## src/rtl/mem_arbiter.sv

```systemverilog
// mem_arbiter: shares one physical-memory port between the LC-3b I-cache and
// D-cache miss controllers. One transaction is in flight at a time; ties are
// broken round-robin against the last requester served. A done cycle follows
// every transaction so the served cache can drop its request before the
// next arbitration.
module mem_arbiter #(
    parameter int ADDR_WIDTH = 16,
    parameter int LINE_WIDTH = 128
) (
    input  logic                  clk,
    input  logic                  reset,
    // I-cache side
    input  logic                  i_read,
    input  logic                  i_write,
    input  logic [ADDR_WIDTH-1:0] i_address,
    input  logic [LINE_WIDTH-1:0] i_wdata,
    output logic [LINE_WIDTH-1:0] i_rdata,
    output logic                  i_resp,
    // D-cache side
    input  logic                  d_read,
    input  logic                  d_write,
    input  logic [ADDR_WIDTH-1:0] d_address,
    input  logic [LINE_WIDTH-1:0] d_wdata,
    output logic [LINE_WIDTH-1:0] d_rdata,
    output logic                  d_resp,
    // physical memory side
    output logic                  pmem_read,
    output logic                  pmem_write,
    output logic [ADDR_WIDTH-1:0] pmem_address,
    output logic [LINE_WIDTH-1:0] pmem_wdata,
    input  logic [LINE_WIDTH-1:0] pmem_rdata,
    input  logic                  pmem_resp
);

    localparam logic [1:0] ST_IDLE    = 2'd0;
    localparam logic [1:0] ST_SERVE_I = 2'd1;
    localparam logic [1:0] ST_SERVE_D = 2'd2;
    localparam logic [1:0] ST_DONE    = 2'd3;

    localparam logic GRANT_I = 1'b0;
    localparam logic GRANT_D = 1'b1;

    logic [1:0] r_state;
    logic [1:0] w_next_state;
    logic       r_last_grant;
    logic       w_next_grant;
    logic       w_i_pending;
    logic       w_d_pending;

    assign w_i_pending = i_read | i_write;
    assign w_d_pending = d_read | d_write;

    // Read lines go to both caches; only the matching resp qualifies them.
    assign i_rdata = pmem_rdata;
    assign d_rdata = pmem_rdata;

    // Next-state and next-grant selection; a tie goes to whoever was not served last.
    always_comb begin
        w_next_state = r_state;
        w_next_grant = r_last_grant;
        case (r_state)
            ST_IDLE: begin
                if (w_i_pending && w_d_pending) begin
                    if (r_last_grant == GRANT_I) begin
                        w_next_state = ST_SERVE_D;
                        w_next_grant = GRANT_D;
                    end else begin
                        w_next_state = ST_SERVE_I;
                        w_next_grant = GRANT_I;
                    end
                end else if (w_i_pending) begin
                    w_next_state = ST_SERVE_I;
                    w_next_grant = GRANT_I;
                end else if (w_d_pending) begin
                    w_next_state = ST_SERVE_D;
                    w_next_grant = GRANT_D;
                end else begin
                    w_next_state = ST_IDLE;
                end
            end
            ST_SERVE_I: begin
                if (pmem_resp) begin
                    w_next_state = ST_DONE;
                end else begin
                    w_next_state = ST_SERVE_I;
                end
            end
            ST_SERVE_D: begin
                if (pmem_resp) begin
                    w_next_state = ST_DONE;
                end else begin
                    w_next_state = ST_SERVE_D;
                end
            end
            ST_DONE: begin
                w_next_state = ST_IDLE;
            end
            default: begin
                w_next_state = ST_IDLE;
            end
        endcase
    end

    // State and last-grant registers; reset makes the first tie go to D.
    always_ff @(posedge clk) begin
        if (reset) begin
            r_state      <= ST_IDLE;
            r_last_grant <= GRANT_I;
        end else begin
            r_state      <= w_next_state;
            r_last_grant <= w_next_grant;
        end
    end

    // Memory-port mux and response routing; a write request wins over a read.
    always_comb begin
        pmem_read    = 1'b0;
        pmem_write   = 1'b0;
        pmem_address = '0;
        pmem_wdata   = '0;
        i_resp       = 1'b0;
        d_resp       = 1'b0;
        case (r_state)
            ST_SERVE_I: begin
                pmem_write   = i_write;
                pmem_read    = i_read & ~i_write;
                pmem_address = i_address;
                pmem_wdata   = i_wdata;
                i_resp       = pmem_resp;
            end
            ST_SERVE_D: begin
                pmem_write   = d_write;
                pmem_read    = d_read & ~d_write;
                pmem_address = d_address;
                pmem_wdata   = d_wdata;
                d_resp       = pmem_resp;
            end
            default: begin
                pmem_read    = 1'b0;
                pmem_write   = 1'b0;
            end
        endcase
    end

endmodule

```

## config.mk

```make
export PLATFORM = sky130hd
export DESIGN_NAME = mem_arbiter
export DESIGN_NICKNAME = d
export VERILOG_FILES = /design/src/rtl/mem_arbiter.sv
export SDC_FILE = /design/constraint.sdc
export NUM_CORES = 1
export LEC_CHECK = 0
export CORE_AREA = 3 3 323 325
export CTS_CLUSTER_DIAMETER = 50
export DETAILED_ROUTE_END_ITERATION = 12
export DIE_AREA = 0 0 326 328
export SYNTH_ARGS = -nofsm -noshare
export SYNTH_HDL_FRONTEND = slang
export SYNTH_SLANG_ARGS = --single-unit
```

## constraint.sdc

```tcl
create_clock -name clk -period 1.52 [get_ports clk]
set_clock_uncertainty 0.1 [all_clocks]
set_input_delay 0.228 -clock clk [delete_from_list [all_inputs] [get_ports clk]]
set_output_delay 0.228 -clock clk [all_outputs]
set_load 0.005 [all_outputs]
```

-- Word-level counts from Yosys, hierarchy flattened
Index checks and enable logic that the tools add are counted.
- eq/ne operators: 3
- multiplexer cells: 17
- reduce and logical (&&, ||, !) cells: 4
- bitwise gates (word level): 6
- operator list (operator ; number):
    128-bit case mux with 2 select lines ; 1
    16-bit case mux with 2 select lines ; 1
    2-bit 2-to-1 mux ; 5
    2-bit case mux with 4 select lines ; 1
    1-bit 2-to-1 mux ; 7
    2-bit == test, second input constant ; 2
    1-bit case mux with 2 select lines ; 2
    3-bit nonzero test ; 1
    1-bit bitwise AND ; 2
    2-bit by 1-bit == test with 1-bit output, second input constant ; 1
    2-bit zero test ; 1
    1-bit NOT ; 2
    1-bit bitwise OR ; 2
    2-bit AND reduction ; 1
    1-bit logical AND ; 1
- bits in registers: 3
- input port bits: 423

-- Longest topological paths before layout
- depth after elaboration: 5
- depth in mapped cells: 7
- gate-level depth less buffers: 5

-- Least setup slack after synthesis
No wires, ideal clock.
- kind: register -> output
- start point: register r_state[0]
- end point: output pmem_wdata[100]
- cell stages (with the launch flop): 6
- arrival time: 1.248 ns
- required time: 1.192 ns
- buffers on the path: 2
- slack: -0.056 ns
- cell sequence: dfxtp_1 > inv_1 > ha_1 > clkbuf_1 > clkbuf_1 > nor2b_1
- longest elaborated chain between the ends: 2
- elaborated cells between the ends (all ways): 3
- classes of those cells: eq/ne (2); mux (1)
- ends and longest elaborated chain (item ; line ; RTL):
    start: declaration ; 43 ; logic [1:0] r_state;
    start signal: assignment ; 110 ; r_state <= w_next_state;
    2-bit == test or 2-bit by 1-bit == test with 1-bit output (tied branches) ; 123 ; case (r_state)
    128-bit case mux with 2 select lines * ; 123 ;
    end: declaration ; 30 ; output logic [LINE_WIDTH-1:0] pmem_wdata,
Mark *: on every way between the ends. The rest lies on a longest branch, timed or not.

-- Final worst setup path
- start point: register r_state[0]
- end point: output pmem_wdata[83]
The elaborated chain is that of the path after synthesis.

==> qor.yml <==
power:
  p_comb_frac: 0.974
  p_per_area_nw_per_um2: 1880
  p_int_uw: 13300
  p_leak_uw: 0.00399
  power_frac_seq: 0.007
  p_switching_uw: 9410
  p_sw_frac: 0.414
  vdd_ir_drop_max_v: 0.000834
  p_clk_frac: 0.019
timing:
  rsz0062_at_grt: "true"
  period_needed_ns: 2.25
  tightest_slew_ns: 0.379
  whs_ns: 0.356
  fin_crit_sh: 1.48
  fin_ws_ns: -0.730
  slew_viol_final: 0
  hold_violations: 0
  finalSetupViolCount: 150
  fmax_mhz: 445
  max-slew-margin-rel: 0.747
placed_design:
  dp.cells: 2166
  dp_hpwl_um: 58000
  port_buffers: 442
  gp_congestion: 0.885
clock_network:
  cts_buffers: 3
  cts_tree: "built"
  clk_pin_slew_ns: 0.03
  root_buffer: "clkbuf_16"
  clk_latency_ns: 0.22
  h-tree-depth: 1
  cts_max_path_buffers: 2
  cts_sinks: 3
  cts-hold-fix-buffers: 0
grt:
  gr-usage-met3: 0.103
  grt_pass1_wl_um: 80100
  grt_max_degree: 19
  grt_usage: 0.119
  grt_pass1_vias: 5920
  top_usage_layer: "met2"
  gr-usage-met2: 0.186
  grt_overflow: 0
  grt_use_met1: 0.128
  antenna_found_initial: 37
logic_synthesis:
  yosys_warnings: 0
  ys_ff_latch: 3
  synth_cells: 620
  syn_area_um2: 4390
  avgSynthCellArea_um2: 7.07
  ys_seq_area_frac: 0.0137
  ys_types: 19
  syn_nets: 1047
final_layout:
  layout_common_cells: "294 x clkdlybuf4s50_1, 137 x a22oi_2, 73 x buf_6"
  fin_cells: 2281
  synthToLayoutAreaGrowth_pct: 175
  final_layout_size_suffix_gt1_frac: 0.574
  final_common_cell: "clkdlybuf4s50_1"
  fill_cells: 11600
  final_nets: 1323
detailed_routing:
  first_pass_iters: 4
  drt_wl_total_um: 68300
  dr_total_vias: 5808
  viasPerCell: 2.55
  wl_per_cell_um: 29.9
  drt_iter0_drc: 220
  drtAntennaViolNets: 0
  drc: 0
critical_path:
  r2r-start: "r_state[0]$_SDFF_PP0_"
  crit_fanout: 5
  cp-start-kind: "register"
  startpoint: "r_state[0]$_SDFF_PP0_"
  worst_ep_arrival_time_ns: 1.92
  cp.required_ns: 1.19
  r2r_cells: 6
  cp-endpoint: "pmem_wdata[83]"
  rr_endpoint: "r_state[1]$_SDFF_PP0_"
  crit_path_end_kind: "output pin"
  reg2reg_setup_slack_ns: -0.13
  crit_type: "register to output pin"
floorplanning:
  io_pins: 827
  core.rowCount: 117
  die_h_um: 328
  die_area_um2: 107000
  start_util: 0.0431
  die_width_um: 326
  core_um2: 102000
status:
  violations: "negative setup slack"
  status: "finished with violations"
flow_run:
  maxCapViolCount: 0
hold_path:
  min_path_type: "input port to output pin"
[critical path: stages, from the launching register on]
cell and delay, ns:
dfxtp_2 0.33, buf_6 0.12, ha_4 0.16, buf_12 0.14, buf_12 0.15, buf_16 0.15
buf_12 0.13, buf_8 0.12, a22oi_2 0.14, nor2b_2 0.08, buf_12 0.14
[sequential cells by signal, summed over array words and instances (netlist names)]
| signal | cells |
|---|---|
| r_state | 2 |
| r_last_grant | 1 |
[power groups by stage]
stage	Clock, uW	Sequential, uW	Combinational [uW]
2_1_floorplan	0	131	5080
3_3_place_gp	0	139	12700
3_5_place_dp	0	140	12800
4_1_cts	432	166	21900
5_1_grt	437	173	23500
6_report	424	168	22100
[Yosys cell counts, drive strengths merged]
| library cell | count | area, um^2 |
|---|---|---|
| buf | 286 | 2100 |
| a22oi | 145 | 1090 |
| nor2b | 145 | 907 |
| clkbuf | 18 | 67.6 |
| ha | 4 | 50.1 |
| inv | 4 | 15.0 |
| and2 | 3 | 18.8 |
| dfxtp | 3 | 60.1 |
| nand2 | 2 | 7.51 |
| o21ai | 2 | 10.0 |
| o22ai | 2 | 12.5 |
| a211oi | 1 | 12.5 |
| a221oi | 1 | 8.76 |
| nor2 | 1 | 3.75 |
| nor3 | 1 | 5.00 |
| o21a | 1 | 7.51 |
| o311a | 1 | 10.0 |
[layout make-up]
class	count	area (um^2)	area share
multi-input cells	309	3430	0.285
diodes	18	45.0	0.00373
well taps	1368	1710	0.142
repair buffers	575	6710	0.556
flip-flops and latches	3	65.1	0.00539
inverters	4	20.0	0.00166
clock buffers	4	78.8	0.00653
[layer usage]
| metal | wire length (um) | up-vias |
|---|---|---|
| li1 | - | 2456 |
| met1 | 25000 | 2624 |
| met2 | 29700 | 647 |
| met3 | 13000 | 53 |
| met4 | 424 | 28 |
| met5 | 186 | - |
[timing repair]
action	in CTS	in global routing
endpoints found under the setup margin	150	150
pin swaps	65	13
setup buffers	56	20
cloned	19	2
gates resized for setup	692	87
[worst min path at each step]
stage	startpoint	cells after the start	end	slack (ns)
2_1_floorplan	reset	1	r_state[0]$_SDFF_PP0_	0.19
3_3_place_gp	pmem_rdata[97]	0	i_rdata[97]	0.36
3_5_place_dp	pmem_rdata[97]	0	i_rdata[97]	0.36
4_1_cts	pmem_rdata[97]	0	i_rdata[97]	0.36
5_1_grt	pmem_rdata[10]	0	i_rdata[10]	0.36
6_report	pmem_rdata[10]	0	d_rdata[10]	0.36
[logic make-up after synthesis]
| group | Yosys count | synth area share |
|---|---|---|
| AO/OA/AOI/OAI | 153 | 0.262 |
| adder cells (fa/ha/maj) | 4 | 0.0114 |
| buffers and inverters | 308 | 0.498 |
| flip-flops | 3 | 0.0137 |
| AND/OR/NAND/NOR | 152 | 0.215 |
[stage by stage]
| stage | area, um^2 | setup slack (ns) | power, uW | setup TNS [ns] | util |
|---|---|---|---|---|---|
| global route | 12000 | -0.787 | 24200 | -95.22 | 0.118 |
| detailed placement | 9050 | -0.950 | 12900 | -98.30 | 0.0889 |
| finish | 12100 | -0.730 | 22700 | -87.22 | 0.119 |
| floorplan | 4390 | 0.00271 | 5210 | 0 | - |
| CTS | 11500 | -0.743 | 22400 | -87.10 | 0.113 |
| global placement | 9050 | -0.937 | 12800 | -93.15 | 0.0889 |
(Power assumes the default switching activity.)
==> variant 1 (config.mk and constraints unchanged) <==
Register the input `i_address` before use, cleared by the reset. The logic sees it one clock later. The other inputs are not delayed to match.
--- a/src/rtl/mem_arbiter.sv
+++ b/src/rtl/mem_arbiter.sv
@@ -40,4 +40,14 @@
     localparam logic GRANT_I = 1'b0;
     localparam logic GRANT_D = 1'b1;
+
+    logic [ADDR_WIDTH-1:0] i_address_q;
+
+    always_ff @(posedge clk) begin
+        if (reset) begin
+            i_address_q <= '0;
+        end else begin
+            i_address_q <= i_address;
+        end
+    end
 
     logic [1:0] r_state;
@@ -125,5 +135,5 @@
                 pmem_write   = i_write;
                 pmem_read    = i_read & ~i_write;
-                pmem_address = i_address;
+                pmem_address = i_address_q;
                 pmem_wdata   = i_wdata;
                 i_resp       = pmem_resp;
Behaviour: not the same (Yosys sat finds a counterexample within 4 cycles, from zero or initial values and one cycle with reset high).
==> variant 1 against the original RTL <==
- the run still ends with negative setup slack left
- total power increased by 9.3%
- sequential share of layout area up 2.5 points
- die area did not move
- largest power group unchanged
- cell count is 1.3% higher
- sequential cell count increased by 16
- clock power is 41% higher
- critical path type unchanged
- wire length is 3.7% higher
- final area increased by 5.2%
- setup slack improved by 0.0027 ns
- area after synthesis up 9.7%
==> variant 1: results (changes against the original RTL) <==
run status=finished, violations left (unchanged); violated checks=negative setup slack (unchanged); Post-DP HPWL=57500 um (was 58000 um); Placed Instance Area=9600 um^2 (was 9050 um^2); pin count of the biggest net entering global routing=29 (was 19); post-synth net total=1080 (was 1047); DRC marker count from the first detailed-route iteration=243 (was 220); total global routing track utilization=12.6% (was 11.9%); worst-skew pair later-pin latency=0.27 ns (was 0.22 ns); commonest cells in the netlist=buf_4 (268), nor2b_1 (161), a22oi_1 (145) (was buf_4 (268), a22oi_1 (145), nor2b_1 (145)); mean routed wirelength per cell=30.6 um (was 29.9 um); gpl congestion=0.810 (was 0.885); async set-reset flop share out of synthesis=0% (unchanged); static power due to leakage=4.25 nW (was 3.99 nW); global-route wire length before repair=84300 um (was 80100 um); final setup violation count=150 (unchanged); fraction of layout instances using a drive strength above 1=58.8% (was 57.4%); worst slack, placed=-0.992 ns (was -0.950 ns); gate count after technology mapping=653 (was 620); vias in the first global route=6495 (was 5920); clock-pin slew of the registers on the worst-case setup and hold paths=0.07 ns (was 0.03 ns); post-route worst setup slack=-0.727 ns (was -0.730 ns); biggest registers after layout=i_address_q x16, r_state x2, r_last_grant x1 (was r_state x2, r_last_grant x1); Detailed Route WL=70800 um (was 68300 um); antenna violations before repair=28 (was 37); Post-layout nets=1361 (was 1323); Seq/Total Area, Yosys=7.91% (was 1.37%); CTS max path bufs=2 (unchanged); aggregate negative setup slack=-84.02 ns (was -87.22 ns); number of placed instances with taps included=2203 (was 2166); cell-internal power=14.2 mW (was 13.3 mW); slew at the pin closest to its max-slew limit=0.457 ns (was 0.379 ns); count of input and output buffers=442 (unchanged)
variant 1: cell families (layout without fill, tap and decap cells):
group / Yosys count / after routing / synth area share, %
other: 0 / 9 / 0
adder cells (fa/ha/maj): 4 / 4 / 1.04
flip-flops: 19 / 19 / 7.91
buffers and inverters: 309 / 589 / 45.5
AND/OR/NAND/NOR: 168 / 168 / 21.7
AO/OA/AOI/OAI: 153 / 153 / 23.9
variant 1: cell type report:
| type | count | area (um^2) |
|---|---|---|
| Fill cell | 11558 | 89100 |
| Timing Repair Buffer | 581 | 6780 |
| Multi-Input combinational cell | 325 | 3700 |
| Tap cell | 1368 | 1710 |
| Sequential cell | 19 | 385 |
| Clock buffer | 4 | 78.8 |
| Antenna cell | 9 | 22.5 |
| Inverter | 4 | 17.5 |
variant 1: final timing paths:
kind	from	end	slack [ns]	cells after the start
hold reg to reg	r_last_grant	r_last_grant	0.40	2
hold / removal	pmem_rdata[103]	i_rdata[103]	0.36	0
setup / recovery	r_state[0]	pmem_wdata[79]	-0.73	8
setup reg to reg	r_state[0]	r_state[1]	-0.31	8
variant 1: power by group through the flow:
stage	clock network (mW)	registers, mW	logic (mW)
CTS	0.604	0.619	23.3
global placement	0	0.598	13.3
detailed placement	0	0.604	13.3
global route	0.636	0.626	25.0
finish	0.599	0.619	23.6
floorplan	0	0.587	5.06
variant 1: timing repair:
action | CTS | global route
pin swaps | 114 | 26
gates cloned | 24 | 0
setup endpoints to repair | 150 | 150
gates resized for setup | 794 | 139
hold endpoints to repair | 0 | 0
hold buffers | 0 | 0
buffers inserted | 73 | 10
variant 1: critical path: stages, from the launching register on:
cell and delay, ns:
dfxtp_2 0.33, buf_6 0.11, ha_4 0.17, buf_12 0.15, buf_12 0.14, buf_16 0.15, a22oi_2 0.37, nor2b_4 0.08
buf_2 0.14
variant 1: routing by layer:
layer  up-vias  wire, um  track usage, %
met2       673     32900            21.1
met1      2781     25000            13.1
li1       2559         -               -
met4        20       669            1.18
met3        62     12100            9.45
met5         -       129               0
==> variant 2 (same flow settings) <==
Made on the original files. Change the parameter `ADDR_WIDTH` from 16 to 17.
--- a/src/rtl/mem_arbiter.sv
+++ b/src/rtl/mem_arbiter.sv
@@ -5,5 +5,5 @@
 // next arbitration.
 module mem_arbiter #(
-    parameter int ADDR_WIDTH = 16,
+    parameter int ADDR_WIDTH = 17,
     parameter int LINE_WIDTH = 128
 ) (
Ports: changed (resized d_address, i_address and pmem_address); port bits go from 827 to 830. No check against the original RTL was run, so the function may have changed too.
==> variant 2 against the original RTL <==
- the flow still finishes with violations (negative setup slack)
- maximum frequency shrank 4.6%
- final area grew 0.97%
- sequential cell count is the same
- setup slack lost 0.11 ns
- sequential share of layout area is essentially flat
- total power grew 6.3%
- wire length shrank 1.7%
- combinational power grew 6%
- critical path depth shrank 2
- count of clock-buffer cells in the layout is the same
- area after synthesis grew 0.46%
- first-iteration DRC count shrank 7.3%
- critical endpoint is now pmem_wdata[114]
- highest routed layer unchanged
==> variant 2: results (changes against the original RTL) <==
run status=finished, violations left (unchanged); violated checks=negative setup slack (unchanged); final setup violation count=151 (was 150); root cell of the clock tree=clkbuf_16 (unchanged); worst relative slew slack=62.6% (was 74.7%); count of input and output buffers=445 (was 442); Seq/Total Area, Yosys=1.36% (was 1.37%); DRC marker count from the first detailed-route iteration=204 (was 220); Final Non-Filler Cells=2298 (was 2281); fraction of layout instances using a drive strength above 1=58.7% (was 57.4%); static power due to leakage=4.11 nW (was 3.99 nW); largest cells by area after synthesis=buf_4 (44%), a22oi_1 (25%), nor2b_1 (21%), buf_2 (3.0%), clkbuf_1 (1.5%) (was buf_4 (46%), a22oi_1 (25%), nor2b_1 (21%), buf_2 (1.9%), clkbuf_1 (1.5%)); met3 global-route usage=6.58% (was 10.3%); number of placed instances with taps included=2179 (was 2166); Placed Instance Area=9280 um^2 (was 9050 um^2); global-route wire length before repair=71800 um (was 80100 um); peak supply drop=0.000864 V (was 0.000834 V); pin count of the biggest net entering global routing=27 (was 19); top_reg_cell synth=dfxtp_1 (unchanged); post-synth net total=1053 (was 1047); commonest cells in the netlist=buf_4 (258), a22oi_1 (146), nor2b_1 (146) (was buf_4 (268), a22oi_1 (145), nor2b_1 (145)); antenna violations before repair=11 (was 37); gpl congestion=0.753 (was 0.885); mean routed wirelength per cell=29.2 um (was 29.9 um); Avg Synthesized Cell Area=7.06 um^2 (was 7.07 um^2); Post-DP HPWL=50700 um (was 58000 um); maximum fanout count along the critical path=6 (was 5); post-route worst setup slack=-0.838 ns (was -0.730 ns); biggest registers after layout=r_state x2, r_last_grant x1 (unchanged)
-- variant 2: cell count changes after synthesis, sizes merged --
cell	delta
buf	+2
nor2b	+1
a22oi	+1
-- variant 2: cell type report --
cell class / instances / share of cell area [%]
repair buffers: 605 / 56.7
well taps: 1368 / 14.1
multi-input cells: 311 / 27.8
diodes: 3 / 0.0616
clock buffers: 4 / 0.647
inverters: 4 / 0.164
flip-flops and latches: 3 / 0.534
-- variant 2: logic make-up (layout without fill, tap and decap cells) --
kind of cell | after synthesis | count (layout) | share of synthesized area [%]
AO/OA/AOI/OAI | 154 | 154 | 26.2
buffers and inverters | 310 | 613 | 49.8
adder cells (fa/ha/maj) | 4 | 4 | 1.14
other | 0 | 3 | 0
flip-flops | 3 | 3 | 1.36
AND/OR/NAND/NOR | 153 | 153 | 21.5
-- variant 2: final timing paths --
path | startpoint | to | slack (ns) | cells past startpoint
worst min-delay path | pmem_rdata[33] | i_rdata[33] | 0.36 | 0
worst max register to register | r_state[1] | r_state[1] | -0.45 | 9
worst max-delay path | r_state[1] | pmem_wdata[114] | -0.84 | 8
worst min register to register | r_last_grant | r_last_grant | 0.43 | 2
-- variant 2: metrics by stage --
stage	setup TNS, ns	setup slack [ns]	hold WS (ns)
after floorplan	-0.955	-0.00955	0.193
after global placement	-86.77	-0.893	0.356
after detailed placement	-88.72	-0.901	0.356
after CTS	-93.29	-0.903	0.356
after global routing	-99.40	-0.829	0.356
final	-91.58	-0.838	0.356
-- variant 2: worst max-delay path, stage by stage (launching register included) --
cell	delay [ns]
dfxtp_2	0.33
buf_6	0.12
ha_4	0.20
buf_12	0.17
buf_12	0.14
buf_6	0.11
a22oi_2	0.48
nor2b_1	0.09
buf_2	0.15
-- variant 2: routing by layer --
metal,part of all wire (%),vias up
met5,0.13,-
met4,3.0,14
met3,12,103
met2,47,581
met1,37,2671
li1,-,2497
-- variant 2: where the power goes --
part	internal, mW	switching (mW)
Sequential	0.126	0.0503
Clock	0.346	0.0759
Combinational	13.0	10.6
Total	13.4	10.7
-- variant 2: timing repair --
item                                    in CTS  in global routing
hold buffers                                 0                  0
cloned                                      11                 19
gates resized for setup                    364                414
setup buffers                               21                 69
pin swaps                                   25                 70
endpoints found under the setup margin     151                151
